## config.mk

```make
export PLATFORM = sky130hd
export DESIGN_NAME = seg7_scan_capture
export DESIGN_NICKNAME = d
export VERILOG_FILES = /design/src/rtl/seg7_scan_capture.sv
export SDC_FILE = /design/constraint.sdc
export NUM_CORES = 1
export LEC_CHECK = 0
export ABC_CLOCK_PERIOD_IN_PS = 2600
export BUFFER_PORTS_ARGS = -buffer_cell sky130_fd_sc_hd__buf_2
export CAP_MARGIN = 20
export CORE_ASPECT_RATIO = 0.6
export CORE_MARGIN = 2
export CORE_UTILIZATION = 35
export CTS_CLUSTER_SIZE = 10
export DETAILED_ROUTE_END_ITERATION = 10
export SYNTH_ARGS = -nofsm -noshare
export SYNTH_HDL_FRONTEND = slang
export SYNTH_SLANG_ARGS = --single-unit
```

## constraint.sdc

```tcl
create_clock -name clk -period 2.6 [get_ports clk]
set_input_delay 0.39 -clock clk [delete_from_list [all_inputs] [get_ports clk]]
set_output_delay 0.39 -clock clk [all_outputs]
set_load 0.01 [all_outputs]
```

## src/rtl/seg7_scan_capture.sv

```systemverilog
// Samples a multiplexed 4-digit 7-segment bus, filters glitches, decodes each digit back to BCD
// and delivers complete frames over valid/ready. Define SEG7_HEX_EN to accept hex glyphs A..F.
module seg7_scan_capture #(
  parameter int unsigned STABLE_CYCLES = 4
) (
  input  logic        clk,
  input  logic        rst_n,
  input  logic [6:0]  seg,
  input  logic [3:0]  an,
  output logic [15:0] out_bcd,
  output logic [3:0]  out_err,
  output logic        out_valid,
  input  logic        out_ready,
  output logic        overrun
);

  localparam int unsigned CW = $clog2(STABLE_CYCLES + 1);
  localparam logic [CW-1:0] CNT_MAX = CW'(STABLE_CYCLES);

  logic [10:0]   prev_q;
  logic [CW-1:0] cnt_q, cnt_d;
  logic          armed_q, armed_d;
  logic [3:0]    mask_q, mask_d;
  logic [15:0]   stage_bcd_q, stage_bcd_d;
  logic [3:0]    stage_err_q, stage_err_d;
  logic [15:0]   out_bcd_q, out_bcd_d;
  logic [3:0]    out_err_q, out_err_d;
  logic          out_valid_q, out_valid_d;
  logic          overrun_q, overrun_d;

  logic       one_hot, same, capture, frame_done;
  logic [1:0] idx;
  logic [4:0] dec;  // {err, digit}

  // Returns {err, digit}; unknown patterns map to 4'hF with err set.
  function automatic logic [4:0] decode(input logic [6:0] s);
    case (s)
      7'h7E: decode = 5'h00;
      7'h30: decode = 5'h01;
      7'h6D: decode = 5'h02;
      7'h79: decode = 5'h03;
      7'h33: decode = 5'h04;
      7'h5B: decode = 5'h05;
      7'h5F: decode = 5'h06;
      7'h70: decode = 5'h07;
      7'h7F: decode = 5'h08;
      7'h7B: decode = 5'h09;
`ifdef SEG7_HEX_EN
      7'h77: decode = 5'h0A;
      7'h1F: decode = 5'h0B;
      7'h4E: decode = 5'h0C;
      7'h3D: decode = 5'h0D;
      7'h4F: decode = 5'h0E;
      7'h47: decode = 5'h0F;
`endif
      default: decode = 5'h1F;
    endcase
  endfunction

  always_comb begin
    // NOTE: every always_comb output gets a default first so no path leaves it unassigned (no latch).
    idx = 2'd0;
    case (an)
      4'b0010: idx = 2'd1;
      4'b0100: idx = 2'd2;
      4'b1000: idx = 2'd3;
      default: idx = 2'd0;
    endcase

    one_hot = (an != 4'b0000) && ((an & (an - 4'd1)) == 4'b0000);
    same    = ({an, seg} == prev_q);
    dec     = decode(seg);

    if (!one_hot)           cnt_d = '0;
    else if (!same)         cnt_d = CW'(1);
    else if (cnt_q < CNT_MAX) cnt_d = cnt_q + CW'(1);
    else                    cnt_d = cnt_q;

    // A changed sample re-arms in the same cycle, which matters when STABLE_CYCLES is 1.
    capture = one_hot && (armed_q || !same) && (cnt_d == CNT_MAX);

    if (capture)                armed_d = 1'b0;
    else if (!one_hot || !same) armed_d = 1'b1;
    else                        armed_d = armed_q;

    stage_bcd_d = stage_bcd_q;
    stage_err_d = stage_err_q;
    mask_d      = mask_q;
    out_bcd_d   = out_bcd_q;
    out_err_d   = out_err_q;
    out_valid_d = out_valid_q;
    overrun_d   = overrun_q;
    frame_done  = 1'b0;

    if (out_valid_q && out_ready) out_valid_d = 1'b0;

    if (capture) begin
      stage_bcd_d[4*idx +: 4] = dec[3:0];
      stage_err_d[idx]        = dec[4];
      frame_done              = ((mask_q | an) == 4'hF);
      mask_d                  = frame_done ? 4'h0 : (mask_q | an);
    end

    if (frame_done) begin
      if (!out_valid_q || out_ready) begin
        out_bcd_d   = stage_bcd_d;
        out_err_d   = stage_err_d;
        out_valid_d = 1'b1;
      end else begin
        overrun_d = 1'b1;
      end
    end
  end

  always_ff @(posedge clk) begin
    // NOTE: sequential state uses non-blocking assignments only; the reset is synchronous.
    if (!rst_n) begin
      prev_q      <= '0;
      cnt_q       <= '0;
      armed_q     <= 1'b1;
      mask_q      <= '0;
      stage_bcd_q <= '0;
      stage_err_q <= '0;
      out_bcd_q   <= '0;
      out_err_q   <= '0;
      out_valid_q <= 1'b0;
      overrun_q   <= 1'b0;
    end else begin
      prev_q      <= {an, seg};
      cnt_q       <= cnt_d;
      armed_q     <= armed_d;
      mask_q      <= mask_d;
      stage_bcd_q <= stage_bcd_d;
      stage_err_q <= stage_err_d;
      out_bcd_q   <= out_bcd_d;
      out_err_q   <= out_err_d;
      out_valid_q <= out_valid_d;
      overrun_q   <= overrun_d;
    end
  end

  assign out_bcd   = out_bcd_q;
  assign out_err   = out_err_q;
  assign out_valid = out_valid_q;
  assign overrun   = overrun_q;

endmodule

```

; ---- Word-level counts from Yosys, hierarchy flattened
; Index checks and enable logic that the tools add are counted.
[op_classes]
n_addsub = 3
order_cmp = 3
n_eq_ne = 16
shifts = 2
mux = 18
bitwise = 3
n_reduce_logical = 16
[op_table]
columns = op, count
row1 = "equality test 7 bit, second input constant", 8
row2 = case mux 5 bit (10 select lines), 1
row3 = negation 4 -> 34 bit, 1
row4 = "variable shift 4 x 34 -> 16 bit, first input constant", 1
row5 = variable part select 4 x 34 -> 16 bit, 1
row6 = bitwise mux 16 bit, 1
row7 = 2-to-1 mux 16 bit, 1
row8 = "equality test 7 x 6 -> 1 bit, second input constant", 2
row9 = equality test 11 bit, 1
row10 = 2-to-1 mux 3 bit, 3
row11 = "equality test 4 bit, second input constant", 2
row12 = 2-to-1 mux 4 bit, 2
row13 = 2-to-1 mux 1 bit, 7
row14 = case mux 2 bit (3 select lines), 1
row15 = logical AND 1 bit, 5
row16 = bitwise AND 4 bit, 1
row17 = bitwise mux 4 bit, 1
row18 = "equality test 4 x 2 -> 1 bit, second input constant", 1
row19 = "equality test 4 x 3 -> 1 bit, second input constant", 1
row20 = logical NOT 4 bit, 1
row21 = OR 4 bit, 1
row22 = AND reduction 2 bit, 2
row23 = nonzero test 4 bit, 1
row24 = "subtractor 4 x 1 -> 4 bit, second input constant", 1
row25 = 10 further kinds, 14
[word_totals]
reg_bits = 61
in_bits = 14
out_inout_bits = 22
wordCells = 71

; ---- Longest topological paths before layout
; Gate-level depths: netlist (run 1).
[depth]
depth_word = 9
depth_mapped = 10
depth_no_buf = 9

; ---- Worst setup path after synthesis (run 1)
; Ideal clock, no wire load.
[synth_path]
kind = input to register
startpoint = in an[1]
endpoint = reg out_bcd_q[4], in the netlist out_bcd[4]
setup_ns = 0.074
arrival_ns = 2.085
t_required_ns = 2.526
path_slack_ns = 0.441
stages = 8
path_buffers = 1
cell_sequence = buf_2 > xnor2_1 > or3_1 > ha_1 > nor2_1 > nand2_1 > or3b_1 > a31oi_1
[synth_via]
elab_chain_len = 9
elab_cells_between_ends = 26
cone_classes = add/sub: 2 / eq/ne: 6 / shift: 2 / mux: 6 / bitwise: 2 / reduce/logical: 8
[synth_lines]
columns = element, line
row1 = from (decl), 9  ; input logic [3:0] an,
row2 = branches (longest 9 deep; another with negation 4 -> 34 bit), -
row3 = to (signal assigned), 135  ; out_bcd_q <= out_bcd_d;
row4 = to (decl), 26  ; logic [15:0] out_bcd_q, out_bcd_d;
; Parallel ways; which one is timed is not known.
; A chain may end at the register's enable or synchronous reset.

; ---- Worst setup path in the final report (run 1)
[layout_path]
startpoint = reg cnt_q[0]
endpoint = reg out_bcd_q[6], in the netlist out_bcd[6]
[layout_via]
elab_chain_len = 8
elab_cells_between_ends = 10
cone_classes = add/sub: 1 / order compare: 1 / eq/ne: 1 / mux: 5 / reduce/logical: 2
[layout_lines]
columns = element, line
row1 = from (decl), 21  ; logic [CW-1:0] cnt_q, cnt_d;
row2 = from (signal assigned), 130  ; cnt_q <= cnt_d;
row3 = adder 3 x 1 -> 3 bit / less-than comparator 3 bit (equally long branches), 76  ; else if (cnt_q < CNT_MAX) cnt_d = cnt_q + CW'(1);
row4 = 2-to-1 mux 3 bit *, 76
row5 = 2-to-1 mux 3 bit *, 75  ; else if (!same) cnt_d = CW'(1);
row6 = 2-to-1 mux 3 bit *, 74  ; if (!one_hot) cnt_d = '0;
row7 = equality test 3 bit *, 80  ; capture = one_hot && (armed_q || !same) && (cnt_d == CNT_MAX);
row8 = logical AND 1 bit *, 80
row9 = 2-to-1 mux 1 bit, 97  ; if (capture) begin
row10 = AND reduction 2 bit (no source line), -
; Every way passes the cells marked *; elsewhere a longest branch is shown, timed or not.

==> impl_metrics.ini, run 1 <==
[run_status]
outcome = complete, no violations

[worst_setup_path]
worst-setup-path-type = reg -> reg
critPathLaunchType = register
endpoint_kind = register
cp_cell_sequence = ha_1 > nor4bb_2 > o21ai_1 > a21oi_2 > nand3_1 > mux2i_1 > a21oi_1
critPathBufInv = 0
cpMaxStageDelayCell = nand3_1
critPathMaxStageDelay_ns = 0.38
critPathTopFamily = simple AND/OR/NAND/NOR gates
cp.required_ns = 2.82
worstPathArrival_ns = 2.59
cp_max_fo = 7

[placed_design]
portBuffers = 35
gp_congestion = 0.773
hpwl_um = 4420

[logic_synthesis]
netlist_instances = 307
syn_nets = 326
synth-xor-area-share = 0.0465
seq_area_frac_synth = 0.432
synth_top_flop_cell = dfxtp_1
synth-edff-count = 0
mappedNetlistArea_mm2 = 0.00283
synthMuxAreaShare = 0.0602
synth_compound_gate_area_share = 0.158
syn_area_per_cell_um2 = 9.20
yosys.area.top_type = dfxtp_1
synth_top_area_frac = 0.432
synth_fa_ha_area_frac = 0.0221
netlist_top_cells_area = dfxtp_1, mux2i_1, a21oi_1, xnor2_1, nor2b_1
ys_types = 49
synth_top_family_by_area = simple AND/OR/NAND/NOR gates
yosysWarnings = 0
synthSimpleGateAreaFrac = 0.228
synth-seq-cells = 61
synth-async-reset-ratio = 0

[cells_and_area]
layout_commonest_cell = dfxtp_1
diodes = 0
drive_gt1_frac = 0.187
mostFrequentLayoutCells = dfxtp_1, buf_2, a21oi_1
nets = 356
area_growth_pct = 18.7
fillCellCount = 794

[sta]
worst_slew_pin_slew_ns = 0.565
slew_violations = 0
setup_tns_ns = 0
rsz0062_at_grt = false
final.min_clock_period_ns = 2.37
hold_viol = 0
setup_viol = 0
skew_ns = 0.00608
period_share = 0.913
maxSlewHeadroom = 0.623
max_freq_ghz = 0.421
hold_ws_ns = 0.388

[floorplan]
row_count = 25
ios = 36
die_h_um = 73.6
core_mm2 = 0.00785
die_w_um = 120
initial_core_util = 0.360
dieArea_mm2 = 0.00883

[route]
wl_met3_um = 347
antenna_left = 0
drt-vias-per-instance = 4.94
dr.max_layer_used = met4
met1_length_um = 3540
totalWireLength_um = 6310
wl_met2_um = 2330
drt_iter0_drc = 124
route.detailed.drc = 0
via_count = 2223
drt_first_pass_iters = 4
avgRoutedWirePerCell_um = 14.0

[grt]
track_usage = 0.158
grt_pass1_vias = 2044
grt_first_pass_wirelength_um = 10500
overflow = 0
grt_max_degree = 35
antenna_found_initial = 0

[pwr]
power_density_mw_per_mm2 = 671
ir_worst_vdd_mv = 0.292
p_leak_nw = 1.45

[clocking]
clock-sinks = 61
cts_tree = yes
clock_latency_ns = 0.34
cts_setup_buffers = 0
cts_buffers = 9
clockBufferDepth = 2
postCtsHoldBufs = 0
cts_resized = 0
clkTransAtPathRegs_ns = 0.05
htreeDepth = 3
root_buffer = clkbuf_16

[flow_run]
drv_cap = 0

[hold_path]
min_path_type = in -> reg
==> cells in the mapped netlist (2+ instances only) <==
| cell type | instances |
|---|---|
| a21boi_1 | 5 |
| a21oi_1 | 23 |
| a31o_2 | 2 |
| a31oi_1 | 4 |
| and2_1 | 12 |
| buf_2 | 6 |
| buf_4 | 4 |
| buf_6 | 3 |
| clkbuf_1 | 8 |
| dfxtp_1 | 61 |
| ha_1 | 5 |
| inv_1 | 6 |
| mux2i_1 | 17 |
| nand2_1 | 12 |
| nand3_1 | 11 |
| nand3b_1 | 3 |
| nand4_1 | 9 |
| nor2_1 | 22 |
| nor2b_1 | 18 |
| nor3_1 | 6 |
| o21a_1 | 3 |
| o21ai_0 | 5 |
| o21ai_1 | 17 |
| o22ai_1 | 2 |
| or3b_1 | 3 |
| or4b_1 | 3 |
| or4bb_1 | 2 |
| xnor2_1 | 13 |
| xor2_1 | 2 |
==> layer usage <==
layer  vias up  GRT usage
li1       1142          -
met1      1029      0.229
met2        44      0.198
met3         8     0.0707
met4         0     0.0588
met5         -          0
==> power breakdown <==
part / internal, mW / switching [mW] / total, mW
clock network: 0.750 / 0.406 / 1.16
logic: 0.0605 / 0.0843 / 0.145
registers: 0.946 / 0.00465 / 0.951
==> flip-flops by register name, summed over array words and instances, names as in the netlist <==
signal       flops
armed_q          1
cnt_q            3
mask_q           4
out_bcd         16
out_err          4
out_valid        1
overrun          1
prev_q          11
stage_bcd_q     16
stage_err_q      4
==> kinds of logic after synthesis <==
logic type,Yosys count
compound gates,70
xor+xnor,15
fa+ha+maj,5
buf+inv,28
flops,61
mux,17
simple gates,111
==> cell type report <==
type / count / area [um2] / area share
clock buffer: 16 / 292 / 0.0869
inverter: 6 / 22.5 / 0.00671
multi-input combinational: 218 / 1460 / 0.435
sequential: 61 / 1220 / 0.364
tap: 108 / 135 / 0.0403
timing repair buffer: 41 / 224 / 0.0668
==> worst reg2reg max path, stage by stage, from the launching register on <==
cell      delay (ns)
dfxtp_1         0.33
ha_1            0.33
nor4bb_2        0.36
o21ai_1         0.17
a21oi_2         0.27
nand3_1         0.38
mux2i_1         0.33
a21oi_1         0.09
==> path summary, 6_finish.rpt <==
check               end     start  slack (ns)  depth (start not counted)
max          out_bcd[6]  cnt_q[0]        0.23                          7
min           prev_q[7]     an[0]        0.39                          2
max reg2reg  out_bcd[6]  cnt_q[0]        0.23                          7
min reg2reg     overrun   overrun        0.45                          1
==> stage by stage <==
step | utilization | area [um2] | cells | setup WS, ns | total power, mW
3_3_place_gp | 0.389 | 3050 | 434 | 0.259 | 1.11
6_report | 0.427 | 3350 | 450 | 0.225 | 2.25
4_1_cts | 0.426 | 3340 | 450 | 0.160 | 2.27
3_5_place_dp | 0.389 | 3050 | 434 | 0.220 | 1.11
5_1_grt | 0.427 | 3350 | 450 | 0.0155 | 2.34
2_1_floorplan | - | 2830 | 307 | 0.441 | 1.08
No activity file was read; power rests on OpenSTA's default activity.
==> inputs of run 2 (changes only) <==
--- a/config.mk
+++ b/config.mk
@@ -9,7 +9,6 @@
 export BUFFER_PORTS_ARGS = -buffer_cell sky130_fd_sc_hd__buf_2
 export CAP_MARGIN = 20
 export CORE_ASPECT_RATIO = 0.6
-export CORE_MARGIN = 2
 export CORE_UTILIZATION = 35
 export CTS_CLUSTER_SIZE = 10
 export DETAILED_ROUTE_END_ITERATION = 10
==> run 2 against run 1 <==
Effect of this change: clock power rose by 11%; final cell count down 0.44%; routed wire length decreased by 3.8%; sequential power about the same; hold slack worse by 0.0021 ns; global-route usage increased by 0.36 points; count of clock-buffer cells in the layout decreased by 6; critical path depth is 1 higher; register-to-register slack improved by 0.12 ns; fmax grew 5.5%; power rose by 5.7%.
==> impl_metrics.ini, run 2 (synthesis gave the netlist of run 1 again) <==
[cells_and_area]
nets = 358
drive_gt1_frac = 0.201
final_cell_count_no_fill = 448
mostFrequentLayoutCells = dfxtp_1, buf_2, a21oi_1
area_growth_pct = 20.4
layout_commonest_cell = dfxtp_1
diodes = 0

[route]
avgRoutedWirePerCell_um = 13.5
antenna_left = 0
met1_length_um = 3420
totalWireLength_um = 6070
wl_met3_um = 249
wl_met2_um = 2300
drt_iter0_drc = 75
route.detailed.drc = 0
drt_first_pass_iters = 4
via_count = 2213
drt-vias-per-instance = 4.94
dr.max_layer_used = met4

[pwr]
internal_power_mw = 1.87
p_leak_nw = 1.47
ir_worst_vdd_mv = 0.310
p_seq_frac = 0.399
p_clk_frac = 0.541
p_comb_frac = 0.060
power.net_switching_uw = 513
power_density_mw_per_mm2 = 700
p_sw_frac = 0.216

[floorplan]
initial_core_util = 0.375
dieArea_mm2 = 0.00845
core_mm2 = 0.00754
die_h_um = 71.6
die_w_um = 118
row_count = 24
ios = 36

[worst_setup_path]
cp.required_ns = 2.86
worst-setup-path-type = reg -> reg
worstPathArrival_ns = 2.52
critPathMaxStageDelay_ns = 0.37
endpoint_kind = register
cp_max_fo = 24
cp_cell_sequence = ha_1 > nor4bb_1 > o21ai_1 > a21oi_2 > and3b_2 > buf_12 > o21ai_0 > a21oi_1
cpMaxStageDelayCell = nor4bb_1
critPathLaunchType = register

[clocking]
root_buffer = clkbuf_16
clock-sinks = 61
clock_latency_ns = 0.33
clockBufferDepth = 2
cts_buffers = 9
cts_tree = yes
htreeDepth = 3
clkTransAtPathRegs_ns = 0.05

[sta]
setup_tns_ns = 0
hold_ws_ns = 0.386
setup_viol = 0
worst_slew_pin_slew_ns = 0.606
slew_violations = 0
hold_viol = 0
max_freq_ghz = 0.444
rsz0062_at_grt = false
skew_ns = 0.00583
period_share = 0.866
final.min_clock_period_ns = 2.25
maxSlewHeadroom = 0.596

[run_status]
outcome = complete, no violations

[grt]
antenna_found_initial = 0
grt_pass1_vias = 2070
track_usage = 0.161
overflow = 0
grt_max_degree = 39
grt_first_pass_wirelength_um = 10300

[placed_design]
dp.cells = 432
gp_congestion = 0.782
hpwl_um = 4280
portBuffers = 35

[flow_run]
drv_cap = 0

[hold_path]
min_path_type = in -> reg
## run 2: power groups by stage
stage          clock (mW)  combinational, mW  sequential, mW
2_1_floorplan           0              0.113           0.970
3_3_place_gp            0              0.141           0.970
3_5_place_dp            0              0.142           0.970
4_1_cts              1.32              0.142           0.950
5_1_grt              1.36              0.158           0.950
6_report             1.29              0.143           0.950
## run 2: worst paths after layout
path	endpoint	slack (ns)	startpoint	cells after the start
min reg2reg	overrun	0.45	overrun	1
max reg2reg	out_bcd[5]	0.35	cnt_q[0]	8
max	out_bcd[5]	0.35	cnt_q[0]	8
min	prev_q[3]	0.39	seg[3]	2
## run 2: cell type report
type | instances | area (um2)
flip-flops and latches | 61 | 1220
well taps | 104 | 130
inverters | 6 | 22.5
fillers | 744 | 4140
repair buffers | 43 | 248
clock buffers | 10 | 239
clock inverters | 6 | 86.3
multi-input cells | 218 | 1460
## run 2: routing by layer
| layer | up-vias | GRT usage |
|---|---|---|
| li1 | 1147 | - |
| met1 | 1021 | 0.229 |
| met2 | 36 | 0.211 |
| met3 | 9 | 0.0589 |
| met4 | 0 | 0.0798 |
| met5 | - | 0 |
## run 2: what timing repair did
action                                  CTS  global route
hold endpoints to repair                  0             0
endpoints found under the setup margin    0             1
buffers inserted                          0             0
gates resized for setup                   0             1
hold buffers                              0             0
## run 2: per-stage QoR
stage,setup WS [ns],cell area (um2),power (mW),utilization
detailed placement,0.302,3080,1.11,0.408
finish,0.350,3400,2.38,0.451
global placement,0.313,3080,1.11,0.408
global route,0.0567,3400,2.47,0.451
CTS,0.307,3400,2.42,0.451
floorplan,0.441,2830,1.08,-
## run 2: critical path: cells and delay by family (launching register included)
family	cells	cell delay (ns)
AO/OA/AOI/OAI	4	0.66
adder cells (fa/ha/maj)	1	0.31
buffers and inverters	1	0.18
flip-flops	1	0.33
AND/OR/NAND/NOR	2	0.69
==> inputs of run 3 (changes only) <==
--- a/config.mk
+++ b/config.mk
@@ -7,11 +7,13 @@
 export LEC_CHECK = 0
 export ABC_CLOCK_PERIOD_IN_PS = 2600
 export BUFFER_PORTS_ARGS = -buffer_cell sky130_fd_sc_hd__buf_2
-export CAP_MARGIN = 20
+export CELL_PAD_IN_SITES_DETAIL_PLACEMENT = 0
+export CELL_PAD_IN_SITES_GLOBAL_PLACEMENT = 1
 export CORE_ASPECT_RATIO = 0.6
 export CORE_UTILIZATION = 35
 export CTS_CLUSTER_SIZE = 10
 export DETAILED_ROUTE_END_ITERATION = 10
+export PLACE_DENSITY_LB_ADDON = 0.1
 export SYNTH_ARGS = -nofsm -noshare
 export SYNTH_HDL_FRONTEND = slang
 export SYNTH_SLANG_ARGS = --single-unit
==> run 3 against run 2 <==
Effect of this change: final cell count fell by 0.22%; clock power about the same; critical endpoint is now out_bcd[7]; via count decreased by 0.50%; sequential power barely moved; largest power group unchanged; combinational power is essentially flat; register-to-register slack is essentially flat; count of clock-buffer cells in the layout down 1.
==> impl_metrics.ini, run 3 (synthesis gave the netlist of run 1 again) <==
[floorplan]
die_h_um = 71.6
ios = 36
die_w_um = 118
row_count = 24
dieArea_mm2 = 0.00845
initial_core_util = 0.375
core_mm2 = 0.00754

[cells_and_area]
layout_commonest_cell = dfxtp_1
drive_gt1_frac = 0.195
area_growth_pct = 20.2
mostFrequentLayoutCells = dfxtp_1, buf_2, a21oi_1
diodes = 0
nets = 357

[grt]
track_usage = 0.169
overflow = 0
grt_pass1_vias = 2018
antenna_found_initial = 0
grt_first_pass_wirelength_um = 10700
grt_max_degree = 30

[sta]
final.min_clock_period_ns = 2.26
hold_viol = 0
worst_slew_pin_slew_ns = 0.669
setup_slack_ns = 0.343
period_share = 0.868
max_freq_ghz = 0.443
rsz0062_at_grt = false
skew_ns = 0.00442
slew_violations = 0
maxSlewHeadroom = 0.554
setup_tns_ns = 0
setup_viol = 0

[route]
avgRoutedWirePerCell_um = 14.3
totalWireLength_um = 6400
drt_first_pass_iters = 4
route.detailed.drc = 0
drt-vias-per-instance = 4.93
via_count = 2202
drt_iter0_drc = 63
antenna_left = 0

[placed_design]
pre_cts_slack_ns = 0.252
hpwl_um = 4490
gp_congestion = 0.724
portBuffers = 35

[pwr]
fin_total_pwr_mw = 2.36
power_density_mw_per_mm2 = 694
p_leak_nw = 1.47
ir_worst_vdd_mv = 0.276

[clocking]
cts_resized = 0
cts_setup_buffers = 0
root_buffer = clkbuf_16
cts_buffers = 9
postCtsHoldBufs = 0
clkTransAtPathRegs_ns = 0.05
cts_tree = yes
clock_latency_ns = 0.33
clockBufferDepth = 2
htreeDepth = 3
clock-sinks = 61

[worst_setup_path]
cp.depth = 7
reg2reg_depth = 7
worst-setup-path-type = reg -> reg
cp_cell_sequence = ha_1 > nor4bb_1 > o21ai_1 > a21oi_2 > nand3_1 > mux2i_1 > a21oi_1
endpoint_kind = register
cp.required_ns = 2.82
critPathMaxStageDelay_ns = 0.35
worstPathArrival_ns = 2.48
critPathBufInv = 0
cpMaxStageDelayCell = nor4bb_1
critPathTopFamily = simple AND/OR/NAND/NOR gates
cp_max_fo = 7
critPathLaunchType = register

[flow_run]
drv_cap = 0

[hold_path]
min_path_type = in -> reg
holdPathStages = 2

[run_status]
outcome = complete, no violations
run 3: cell count changes in the layout (fill, tap and decap cells not counted), sizes merged:
cell,before,now
clkbuf,10,9
buf,43,42
clkinvlp,1,2
run 3: worst register-to-register path, delay by kind of cell, from the launching register on:
family,cells,cell delay [ns]
AND/OR/NAND/NOR,2,0.67
AO/OA/AOI/OAI,3,0.53
flip-flops,1,0.34
adder cells (fa/ha/maj),1,0.31
multiplexers,1,0.29
run 3: routing by layer:
metal	up-vias	track usage	part of all wire
met3	7	0.0533	0.038
met4	0	0.0812	0.010
li1	1138	-	-
met2	43	0.213	0.37
met1	1014	0.252	0.58
met5	-	0	0
run 3: layout make-up:
cell class / instances / area [um2]
Sequential cell: 61 / 1220
Clock inverter: 7 / 90.1
Tap cell: 104 / 130
Timing Repair Buffer: 42 / 253
Multi-Input combinational cell: 218 / 1450
Fill cell: 742 / 4140
Inverter: 6 / 22.5
Clock buffer: 9 / 225
run 3: report_power, final:
group	switching [mW]	internal (mW)	leakage, nW
registers	0.00469	0.946	0.494
clock network	0.428	0.832	0.151
logic	0.0859	0.0602	0.821
run 3: through the flow:
step | cells | utilization | area, um2 | hold slack [ns]
after floorplan | 307 | - | 2830 | 0.437
after global placement | 431 | 0.409 | 3080 | 0.442
after detailed placement | 431 | 0.409 | 3080 | 0.447
after CTS | 447 | 0.451 | 3400 | 0.381
after global routing | 447 | 0.451 | 3400 | 0.401
final | 447 | 0.451 | 3400 | 0.389
run 3: final timing paths:
check	start	endpoint	slack, ns
setup / recovery	cnt_q[0]	out_bcd[7]	0.34
setup reg to reg	cnt_q[0]	out_bcd[7]	0.34
hold / removal	seg[3]	prev_q[3]	0.39
hold reg to reg	overrun	overrun	0.45
